==> config.mk <==
export PLATFORM = sky130hd
export DESIGN_NAME = controle_jogo_param
export DESIGN_NICKNAME = d
export VERILOG_FILES = /design/src/rtl/controle_jogo_param.sv
export SDC_FILE = /design/constraint.sdc
export NUM_CORES = 1
export LEC_CHECK = 0
export BUFFER_PORTS_ARGS = -buffer_cell sky130_fd_sc_hd__buf_2
export CAP_MARGIN = 30
export CORE_ASPECT_RATIO = 0.75
export CORE_UTILIZATION = 48
export DETAILED_ROUTE_END_ITERATION = 8
export GPL_TIMING_DRIVEN = 0
export PLACE_DENSITY = 0.68
export SYNTH_ARGS = -nofsm -noshare
export SYNTH_HDL_FRONTEND = slang
export SYNTH_SLANG_ARGS = --single-unit
export TNS_END_PERCENT = 50
==> constraint.sdc <==
create_clock -name clock -period 7.9 [get_ports clock]
set_clock_uncertainty 0.1 [all_clocks]
set_input_delay 0 -clock clock [delete_from_list [all_inputs] [get_ports clock]]
set_output_delay 0 -clock clock [all_outputs]
set_load 0.01 [all_outputs]
==> src/rtl/controle_jogo_param.sv <==
// ---------------------------------------------------------------------------
// controle_jogo_param
//
// Memory-game control unit with its own datapath. The player builds the
// sequence: after each correct repetition a new item is appended. The FSM
// shows the stored sequence on the LEDs, waits for the player to repeat it,
// compares every press and finishes in ACERTO, ERRO or TIMEOUT.
//
// Parameters
//   N_BOTOES       number of buttons/LEDs (2..16)
//   MAX_RODADAS    sequence length that wins the game (1..64)
//   LED_CICLOS     cycles an LED stays lit / dark between items
//   TIMEOUT_CICLOS cycles allowed for each player press
//
// Ports
//   clock         system clock, rising edge
//   reset         asynchronous, active-low reset
//   iniciar       start/restart request (level)
//   modo_dificil  difficulty select, latched in PREPARA
//   botoes        raw button levels, synchronous to clock
//   leds          one-hot LED drive or all zero
//   vez_jogador   player's turn (ESPERA / ADICIONA)
//   acertou       game won
//   errou         wrong button pressed
//   timeout       player took too long
//   pronto        game over (any of the three final states)
//   rodada        current stored sequence length
//   db_estado     state code for debug
//   db_endereco   sequence address for debug
// ---------------------------------------------------------------------------
module controle_jogo_param #(
    parameter int N_BOTOES       = 4,
    parameter int MAX_RODADAS    = 16,
    parameter int LED_CICLOS     = 1000,
    parameter int TIMEOUT_CICLOS = 5000,
    localparam int IW = $clog2(N_BOTOES),
    localparam int RW = $clog2(MAX_RODADAS + 1),
    localparam int AW = (MAX_RODADAS > 1) ? $clog2(MAX_RODADAS) : 1
) (
    input  logic                clock,
    input  logic                reset,
    input  logic                iniciar,
    input  logic                modo_dificil,
    input  logic [N_BOTOES-1:0] botoes,
    output logic [N_BOTOES-1:0] leds,
    output logic                vez_jogador,
    output logic                acertou,
    output logic                errou,
    output logic                timeout,
    output logic                pronto,
    output logic [RW-1:0]       rodada,
    output logic [3:0]          db_estado,
    output logic [AW-1:0]       db_endereco
);

    // Difficult mode halves both durations but never below one cycle.
    localparam int LED_DIF = ((LED_CICLOS / 2) < 1) ? 1 : (LED_CICLOS / 2);
    localparam int TO_DIF  = ((TIMEOUT_CICLOS / 2) < 1) ? 1 : (TIMEOUT_CICLOS / 2);
    localparam int MAXD    = (LED_CICLOS > TIMEOUT_CICLOS) ? LED_CICLOS : TIMEOUT_CICLOS;
    localparam int TW      = (MAXD > 1) ? $clog2(MAXD) : 1;

    typedef enum logic [3:0] {
        INICIAL     = 4'd0,
        PREPARA     = 4'd1,
        CARREGA     = 4'd2,
        MOSTRA      = 4'd3,
        APAGA       = 4'd4,
        ESPERA      = 4'd5,
        REGISTRA    = 4'd6,
        COMPARA     = 4'd7,
        PROXIMO     = 4'd8,
        ADICIONA    = 4'd9,
        PROX_RODADA = 4'd10,
        ACERTO      = 4'd11,
        ERRO        = 4'd12,
        TIMEOUT     = 4'd13
    } estado_t;

    estado_t       estado;
    logic [RW-1:0] tamanho;
    logic [AW-1:0] endereco;
    logic [TW-1:0] led_cnt;
    logic [TW-1:0] to_cnt;
    logic          modo_q;
    logic          any_q;
    logic [IW-1:0] idx;
    logic [IW-1:0] idx_q;
    logic [IW-1:0] mem [MAX_RODADAS];

    logic          jogada;
    logic [TW-1:0] led_fim;
    logic [TW-1:0] to_fim;
    logic          led_exp;
    logic          to_exp;
    logic          is_last;
    logic [IW-1:0] mem_atual;
    logic          mem_we;

    // A press only counts on the first cycle of activity after every button
    // has been released, so holding a button never produces a second press.
    always_ff @(posedge clock or negedge reset) begin
        if (!reset) begin
            any_q <= 1'b0;
        end else begin
            any_q <= |botoes;
        end
    end

    assign jogada = (|botoes) & ~any_q;

    // Lowest-numbered pressed button wins when several are held together.
    always_comb begin
        idx = '0;
        for (int i = N_BOTOES - 1; i >= 0; i--) begin
            if (botoes[i]) begin
                idx = IW'(i);
            end
        end
    end

    assign led_fim   = modo_q ? TW'(LED_DIF - 1) : TW'(LED_CICLOS - 1);
    assign to_fim    = modo_q ? TW'(TO_DIF - 1)  : TW'(TIMEOUT_CICLOS - 1);
    assign led_exp   = (led_cnt == led_fim);
    assign to_exp    = (to_cnt == to_fim);
    assign mem_atual = mem[endereco];
    assign is_last   = ((RW'(endereco) + RW'(1)) == tamanho);
    assign mem_we    = (estado == ADICIONA) && jogada;

    // Sequence memory: written only when the player appends an item; its
    // contents survive reset because a new game always rebuilds it.
    always_ff @(posedge clock) begin
        if (mem_we) begin
            mem[tamanho[AW-1:0]] <= idx;
        end
    end

    // Main FSM together with the counters and the registered LED drive.
    always_ff @(posedge clock or negedge reset) begin
        if (!reset) begin
            estado   <= INICIAL;
            tamanho  <= '0;
            endereco <= '0;
            led_cnt  <= '0;
            to_cnt   <= '0;
            modo_q   <= 1'b0;
            idx_q    <= '0;
            leds     <= '0;
        end else begin
            case (estado)
                INICIAL: begin
                    if (iniciar) begin
                        estado <= PREPARA;
                    end
                end
                PREPARA: begin
                    tamanho  <= '0;
                    endereco <= '0;
                    modo_q   <= modo_dificil;
                    to_cnt   <= '0;
                    leds     <= '0;
                    estado   <= ADICIONA;
                end
                CARREGA: begin
                    leds    <= N_BOTOES'(1) << mem_atual;
                    led_cnt <= '0;
                    estado  <= MOSTRA;
                end
                MOSTRA: begin
                    if (led_exp) begin
                        leds    <= '0;
                        led_cnt <= '0;
                        estado  <= APAGA;
                    end else begin
                        led_cnt <= led_cnt + TW'(1);
                    end
                end
                APAGA: begin
                    if (led_exp) begin
                        led_cnt <= '0;
                        if (is_last) begin
                            endereco <= '0;
                            to_cnt   <= '0;
                            estado   <= ESPERA;
                        end else begin
                            endereco <= endereco + AW'(1);
                            estado   <= CARREGA;
                        end
                    end else begin
                        led_cnt <= led_cnt + TW'(1);
                    end
                end
                ESPERA: begin
                    // A press on the expiry cycle still counts as a press.
                    if (jogada) begin
                        idx_q  <= idx;
                        estado <= REGISTRA;
                    end else if (to_exp) begin
                        estado <= TIMEOUT;
                    end else begin
                        to_cnt <= to_cnt + TW'(1);
                    end
                end
                REGISTRA: begin
                    estado <= COMPARA;
                end
                COMPARA: begin
                    if (idx_q != mem_atual) begin
                        estado <= ERRO;
                    end else if (!is_last) begin
                        estado <= PROXIMO;
                    end else if (tamanho == RW'(MAX_RODADAS)) begin
                        estado <= ACERTO;
                    end else begin
                        to_cnt <= '0;
                        estado <= ADICIONA;
                    end
                end
                PROXIMO: begin
                    endereco <= endereco + AW'(1);
                    to_cnt   <= '0;
                    estado   <= ESPERA;
                end
                ADICIONA: begin
                    if (jogada) begin
                        tamanho <= tamanho + RW'(1);
                        estado  <= PROX_RODADA;
                    end else if (to_exp) begin
                        estado <= TIMEOUT;
                    end else begin
                        to_cnt <= to_cnt + TW'(1);
                    end
                end
                PROX_RODADA: begin
                    endereco <= '0;
                    estado   <= CARREGA;
                end
                ACERTO, ERRO, TIMEOUT: begin
                    if (iniciar) begin
                        estado <= PREPARA;
                    end
                end
                default: begin
                    estado <= INICIAL;
                end
            endcase
        end
    end

    // Status flags are pure decodes of the registered state.
    assign vez_jogador = (estado == ESPERA) || (estado == ADICIONA);
    assign acertou     = (estado == ACERTO);
    assign errou       = (estado == ERRO);
    assign timeout     = (estado == TIMEOUT);
    assign pronto      = (estado == ACERTO) || (estado == ERRO) || (estado == TIMEOUT);
    assign rodada      = tamanho;
    assign db_estado   = estado;
    assign db_endereco = endereco;

endmodule

==> flow_metrics.py <==
metrics = {
    "setup_path": {
        "crit_arrival_ps": 3190,
        "cp_max_fo": 10,
        "max_stage_delay_ps": 520,
        "crit_path_end": "to_cnt[10]",
        "timing.rr.start": "db_endereco[1]",
        "crit_slowest_cell": "nor3b_2",
        "critPathKind": "flip-flop to flip-flop",
        "startpoint": "db_endereco[1]",
        "worstPathRequired_ps": 8020,
        "path_common_cell": "xnor2_1",
        "critPathLaunchType": "flip-flop",
        "rrSetupSlack_ps": 4830,
        "critPathCaptureType": "flip-flop",
        "worstRegToRegCells": 9,
        "path_cells": "ha_1, xnor2_1, xnor2_1, nor3_1, nor3b_2, o211ai_1, or2_1, buf_2, a211o_1",
        "rr_endpoint": "to_cnt[10]",
    },
    "synthesis": {
        "synth_area_um2": 4412,
        "syn_nets": 456,
        "avgSynthCellArea_um2": 10.00,
        "synthMuxAreaShare": 0.07714,
        "synth_edf_count": 32,
        "yosys_warnings": 0,
        "ys_async_sr_fraction": 0.5949,
        "synthFlopType": "dfrtp_1",
        "synth_fa_ha_area_frac": 0.01985,
        "synth_top_family_by_area": "simple AND/OR/NAND/NOR gates",
        "ys_ff_latch": 79,
        "synth_compound_area_frac": 0.1628,
        "synth_top_area_frac": 0.2666,
        "ys_seq_area_frac": 0.4844,
        "synthXorXnorAreaFrac": 0.02382,
        "syn_inst": 441,
        "yosys.area.top_type": "dfrtp_1",
        "synth.distinct_cells": 61,
        "synth_area_leaders": "dfrtp_1 27%, edfxtp_1 22%, nand2_1 4.3%",
        "synth-simple-area-share": 0.2022,
    },
    "layout": {
        "design_area_um2": 5066,
        "fin_util": 0.5842,
        "n_antenna_cell": 0,
        "fin_nets": 502,
        "layout.cells.non_filler": 600,
        "synthToLayoutAreaGrowth_pct": 14.83,
        "final_cell_mix": "51 x nand2_1, 47 x dfrtp_1, 41 x nor2_1, 36 x o21ai_0",
        "drive_gt1_frac": 0.1402,
        "final_common_cell": "nand2_1",
    },
    "timing": {
        "slew_headroom": 0.4148,
        "slew_viol_final": 0,
        "period_share": 0.3891,
        "min_period_ps": 3074,
        "rsz0062_at_grt": "false",
        "fmax_ghz": 0.3253,
        "whs_ps": 21.18,
        "tns_ps": 0,
        "max_slew.worst_pin.slew_ps": 871.0,
        "final_hold_viol_count": 0,
        "setup_ws_ps": 4826,
        "setup-violations-final": 0,
    },
    "clock_tree": {
        "ctsHoldBuffers": 3,
        "cts_tree": "built",
        "post_cts_resized": 0,
        "insertion_delay_ps": 330,
        "htreeDepth": 3,
        "path_clk_slew_ps": 60,
        "clock_sinks": 79,
        "root_buffer": "clkbuf_16",
        "clk_path_buf_depth": 2,
        "cts_made_buffers": 9,
        "post-cts-setup-buffers": 0,
    },
    "routing": {
        "dr_total_vias": 3650,
        "ant_nets": 0,
        "route.detailed.drc": 0,
        "viasPerCell": 6.083,
        "wl_per_cell_um": 17.76,
        "dr.pass1.iters": 6,
        "drt-total-wl_um": 10660,
        "drtIter0Drc": 315,
        "dr_wl_met2_um": 4345,
        "dr.max_layer_used": "met4",
        "met3_length_um": 860,
        "wl_met1_um": 5358,
    },
    "global_routing": {
        "grt_max_degree": 28,
        "grt_overflow_total": 0,
        "grt_pass1_vias": 3405,
        "grt_pass1_wl_um": 17880,
        "grtUsageTotal": 0.2400,
        "antenna_found_initial": 0,
    },
    "die": {
        "die_width_um": 112.7,
        "start_util": 0.5087,
        "die_area_um2": 9582,
        "row_count": 29,
        "die_h_um": 85.03,
        "io-pin-count": 30,
        "core_area_um2": 8672,
    },
    "pwr": {
        "ir_drop_mv": 0.1599,
        "seq_power_share": 0.354,
        "power_density_nw_per_um2": 287.5,
        "total_power_mw": 1.456,
        "internal_power_mw": 0.9036,
        "p_comb_frac": 0.361,
        "clkPwrFrac": 0.285,
        "switching_share": 0.3796,
        "p_leak_nw": 2.032,
        "p_switching_mw": 0.5528,
    },
    "placed_design": {
        "port_buffers": 29,
        "dpl.cell_count": 581,
        "place_ws_ps": 4897,
        "post-dp-hpwl_um": 7928,
        "placed_cell_area_um2": 4736,
        "gp_congestion": 0.9405,
    },
    "hold_path": {
        "hp-class": "primary input to flip-flop",
    },
    "outcome": {
        "status": "finished clean",
    },
    "run": {
        "drv_cap": 0,
    },
}
-- power groups by stage --
stage | Sequential, mW | Combinational [mW] | Clock, mW
final | 0.516 | 0.525 | 0.415
after global routing | 0.522 | 0.581 | 0.436
after CTS | 0.515 | 0.521 | 0.423
after detailed placement | 0.523 | 0.517 | 0
after global placement | 0.521 | 0.509 | 0
after floorplan | 0.517 | 0.358 | 0
-- logic make-up (layout without fill, tap and decap cells) --
family                     after synthesis  after routing
and+or+nand+nor                        180            180
AOI/OAI and AO/OA                      107            107
xor gates and xnor gates                12             12
DFF                                     79             79
buffers and inverters                   30             81
muxes                                   26             26
adders and majority gates                7              7
-- flip-flops by register name, summed over array words and instances (netlist names), 2 cells and up --
register,count
mem,32
led_cnt,13
to_cnt,13
rodada,5
db_endereco,4
db_estado,4
leds,4
idx_q,2
-- cell usage after synthesis, types with 5 or more instances --
cell type   n
nor3_1     13
dfrtp_1    47
nand2b_1   12
nand3_1    21
xnor2_1     7
and3_1     11
a32o_1      6
ha_1        7
edfxtp_1   32
xor2_1      5
nor2_1     41
nand2_1    51
a21oi_1    11
a31oi_1     5
inv_1      10
o31ai_1    15
a21o_1      6
o21ai_0    36
mux2i_1    16
clkbuf_1   13
-- worst max-delay path, delay by kind of cell (launching register included) --
family	cells	cell delay (ps)
compound gates	2	540
xor+xnor	2	340
fa+ha+maj	1	310
buf+inv	1	190
flops	1	450
simple gates	3	1020
-- layer usage --
metal | vias up | GRT usage
met1 | 1755 | 0.3738
met3 | 10 | 0.06286
met2 | 153 | 0.3272
met4 | 0 | 0.06061
li1 | 1732 | -
met5 | - | 0
-- worst min path at each step --
stage	end	start	cells past startpoint	slack [ps]
global route	idx_q[1]	botoes[0]	3	40
floorplan	any_q	reset	0	-400
global placement	modo_q	modo_dificil	2	130
detailed placement	db_endereco[2]	reset	1	-100
CTS	any_q	botoes[3]	3	20
finish	idx_q[1]	botoes[0]	3	20
-- layout make-up --
cell class	count	area [um^2]
fillers	746	3606
multi-input cells	332	2148
flip-flops and latches	79	2137
clock buffers	11	242.7
repair buffers	35	214.0
well taps	108	135.1
plain buffers	20	93.84
clock inverters	5	57.56
inverters	10	37.54
Power figures use the tool's default switching activity.
